==> src/rtl/memory_v1.sv <==
`default_nettype none
// ============================================================================
//  Module   : memory_v1
//  Brief    : 2^K x M register-array memory, synchronous write, combinational
//             read, asynchronous active-low clear of the whole array.
//  Revision : 1.0 - initial release
// ============================================================================
module memory_v1 #(
   parameter int M = 8,
   parameter int K = 4
) (
   output logic [M-1:0] Mout,
   input  logic [M-1:0] Min,
   input  logic         we,
   input  logic         clk,
   input  logic [K-1:0] addr,
   input  logic         rst_n
);

   localparam int c_DEPTH = 1 << K;

   logic [M-1:0] r_mem [c_DEPTH];

   // Reset clears every word and overrides any write attempted while low.
   always_ff @(posedge clk or negedge rst_n) begin
      if (!rst_n) begin
         for (int i = 0; i < c_DEPTH; i++) begin
            r_mem[i] <= '0;
         end
      end else if (we) begin
         r_mem[addr] <= Min;
      end
   end

   assign Mout = r_mem[addr];

endmodule
`default_nettype wire

==> config.mk <==
export PLATFORM = sky130hd
export DESIGN_NAME = memory_v1
export DESIGN_NICKNAME = d
export VERILOG_FILES = /design/src/rtl/memory_v1.sv
export SDC_FILE = /design/constraint.sdc
export NUM_CORES = 1
export LEC_CHECK = 0
export ABC_AREA = 1
export BUFFER_PORTS_ARGS = -buffer_cell sky130_fd_sc_hd__buf_2
export CORE_ASPECT_RATIO = 1.1
export CORE_MARGIN = 5
export CORE_UTILIZATION = 56
export DETAILED_ROUTE_END_ITERATION = 16
export PLACE_DENSITY_LB_ADDON = 0.05
export SYNTH_ARGS = -nofsm -noshare
export SYNTH_HDL_FRONTEND = slang
export SYNTH_SLANG_ARGS = --single-unit
export TNS_END_PERCENT = 1
==> constraint.sdc <==
create_clock -name clk -period 1.3 [get_ports clk]
set_input_delay 0.26 -clock clk [delete_from_list [all_inputs] [get_ports clk]]
set_output_delay 0.26 -clock clk [all_outputs]
set_load 0.01 [all_outputs]
==> out/metrics.csv <==
stage,metric,value,unit
routing,drt_iter0_drc,390,
global_route,use_met3,5.91,%
synthesis,synth_compound_area_share,10.5,%
global_route,gr-total-overflow,0,
synthesis,syn-mean-instance-area,7.34,sq um
layout,regMostFlops,r_mem,
place,place_hpwl,10700,um
synthesis,ys_ff_latch,128,
die,die_h,119,um
die,core_area,10800,sq um
clock_tree,cts_root_buf,clkbuf_16,
timing,period_needed,1.70,ns
global_route,grt-busiest-layer,met2,
setup_path,crit_chain,nand2_1 > nand2_2 > nand2_1 > nand2_1 > nand2_1 > nand2_1 > inv_1 > nand2_2 > buf_6,
die,die_width,109,um
global_route,grt_first_pass_wirelength,27100,um
routing,via_count,5438,
power_and_ir_drop,ir_worst_vdd,0.00121,V
routing,antenna_left,0,
clock_tree,htree_levels,4,
place,gp_congestion,0.892,
setup_path,critPathMaxFanout,2,
layout,fin_area,7500,sq um
layout,syn2layout_area_growth,23.1,%
synthesis,ys_seq_area_share,52.6,%
setup_path,worstPathRequired,1.04,ns
synthesis,synth-simple-area-share,31.5,%
setup_path,crit_arrival,1.44,ns
layout,top_regs,r_mem x128,
layout,num_antenna_cells,0,
min_path,hp-class,in2reg,
routing,viasPerCell,5.20,
synthesis,synth_area,6090,sq um
place,placed_area,6750,sq um
synthesis,synth_fa_ha_area_share,0,%
die,initial_core_util,56.4,%
power_and_ir_drop,leakage,3.94,nW
setup_path,slowest_delay,0.39,ns
clock_tree,clk_latency,0.42,ns
run_status,violations,negative setup slack,
synthesis,synth_nets,845,
setup_path,crit_top_cell,nand2_1,
layout,drive_gt1_share,15.4,%
layout,nets,901,
global_route,grt_max_degree,36,
synthesis,synthMuxAreaShare,0,%
timing,max_slew_margin,73.3,%
setup_path,startpoint_type,register,
synthesis,yosysWarnings,0,
power_and_ir_drop,powerDensity,1710,nW/um^2
global_route,grt_use_total,27.0,%
job,drv_cap,0,
synthesis,synth_cell_type_count,20,
routing,drtPass1Iterations,5,
clock_tree,clockBufferDepth,2,
timing,hold_ws,0.294,ns
place,dp.cells,1006,
global_route,grt_util_met1,36.3,%
die,rows,40,
global_route,grt_pass1_vias,5449,
setup_path,crit_slowest_cell,dfrtp_1,
timing,worst_slew_pin_slew,0.401,ns
routing,post-route-drc-count,0,
timing,rsz0062_at_grt,true,
timing,setup_viol,8,
clock_tree,clock-sinks,128,
clock_tree,path_clk_slew,0.06,ns
timing,setup_ws,-0.401,ns
synthesis,post_synth_inst_count,830,
place,io_buffers,22,
timing,fin_crit_sh,131,%
die,die-area,13100,sq um
synthesis,synthXorXnorAreaFrac,0,%
global_route,met2_usage,42.8,%
layout,largest_register_ffs,128,
run_status,outcome,"finished, violations left",
timing,slew_viol_final,0,
timing,hold_viol,0,
layout,final_cells,1046,
clock_tree,cts_buffers,17,
timing,fmax,588,MHz
setup_path,worstSetupPathType,reg2out,
setup_path,end_kind,primary output,
routing,wirelength,16200,um
global_route,antenna_found_initial,0,
clock_tree,cts_tree,built,
synthesis,synth_top_family_by_area,simple AND/OR/NAND/NOR gates,
routing,post_drt_wl_per_cell,15.5,um
timing,skew,0,ns
die,ioPinCount,23,
[metrics by stage]
step | TNS [ns] | total power [mW] | utilization [%] | worst slack [ns]
2_1_floorplan | 0 | 6.75 | - | 0.00232
3_3_place_gp | -21.16 | 7.46 | 62.4 | -0.315
3_5_place_dp | -23.57 | 7.56 | 62.4 | -0.345
4_1_cts | -3.18 | 12.8 | 68.9 | -0.410
5_1_grt | -3.88 | 13.6 | 69.4 | -0.502
6_report | -3.08 | 12.9 | 69.4 | -0.401
[synth_stat cells, drive strengths merged]
| library cell | number | area [sq um] |
|---|---|---|
| inv | 29 | 111 |
| a21oi | 48 | 240 |
| o21ai | 80 | 400 |
| nor2 | 56 | 225 |
| clkinv | 2 | 7.51 |
| clkbuf | 16 | 60.1 |
| nor3 | 2 | 26.3 |
| buf | 31 | 153 |
| nand3 | 2 | 15.0 |
| dfrtp | 128 | 3200 |
| nand2 | 434 | 1640 |
| nand4 | 2 | 12.5 |
[worst max-delay path, delay by kind of cell, from the launching register on]
kind | cells | cell delay (ns)
and+or+nand+nor | 7 | 0.45
DFF | 1 | 0.39
buffers and inverters | 2 | 0.19
[layout make-up]
class,instances,area (sq um)
Inverter,31,119
Multi-Input combinational cell,624,2580
Tap cell,147,184
Sequential cell,128,3200
Fill cell,949,3310
Timing Repair Buffer,84,762
Clock inverter,11,184
Clock buffer,21,470
[repair_timing]
| item | 4_1_cts | 5_1_grt |
|---|---|---|
| endpoints found under the setup margin | 8 | 8 |
| pin swaps | 5 | 13 |
| buffers inserted | 1 | 6 |
| hold buffers | 1 | 0 |
| endpoints found under the hold margin | 20 | 0 |
| resized for setup | 8 | 3 |
[cell usage in the layout (no fill, tap or decap)]
cell,instances
dfrtp_1,128
clkinv_4,1
buf_4,49
nand3_1,1
buf_2,18
inv_1,25
o21ai_1,32
nor3_4,1
dlygate4sd3_1,1
bufinv_16,5
clkinv_2,5
nand3_2,1
nand2_1,423
clkbuf_1,1
nor2_1,50
o21ai_0,48
inv_4,1
inv_2,3
nand2_2,11
nand4_1,2
buf_6,3
nor2_2,6
clkbuf_8,3
a21oi_1,48
clkbuf_16,17
buf_12,13
clkinv_1,2
nor3_2,1
[metal layers]
metal | share of wire [%] | vias up | wire length [um]
met3 | 5.9 | 28 | 952
met5 | 0 | - | 0
li1 | - | 2690 | -
met4 | 2.4 | 0 | 386
met1 | 43 | 2554 | 7010
met2 | 48 | 166 | 7850
[cells by family (layout without fill, tap and decap cells)]
logic type,Yosys count,after routing
buffers and inverters,78,147
and+or+nand+nor,496,496
AOI/OAI and AO/OA,128,128
DFF,128,128
[final timing paths]
| check | from | endpoint | slack (ns) | cells after the start |
|---|---|---|---|---|
| max | r_mem[56] | Mout[0] | -0.40 | 9 |
| min | Min[3] | r_mem[43] | 0.29 | 4 |
| max reg2reg | r_mem[46] | r_mem[46] | 0.50 | 3 |
| min reg2reg | r_mem[107] | r_mem[107] | 0.48 | 2 |
| max in group asynchronous | rst_n | r_mem[83] | 0.44 | 3 |
| min in group asynchronous | rst_n | r_mem[119] | 0.31 | 2 |
[where the power goes]
group	leakage [nW]	internal (mW)	switching [mW]
clock	0.327	3.54	1.69
sequential	1.56	4.85	0.488
combinational	2.05	0.967	1.32
Power figures use the tool's default switching activity.
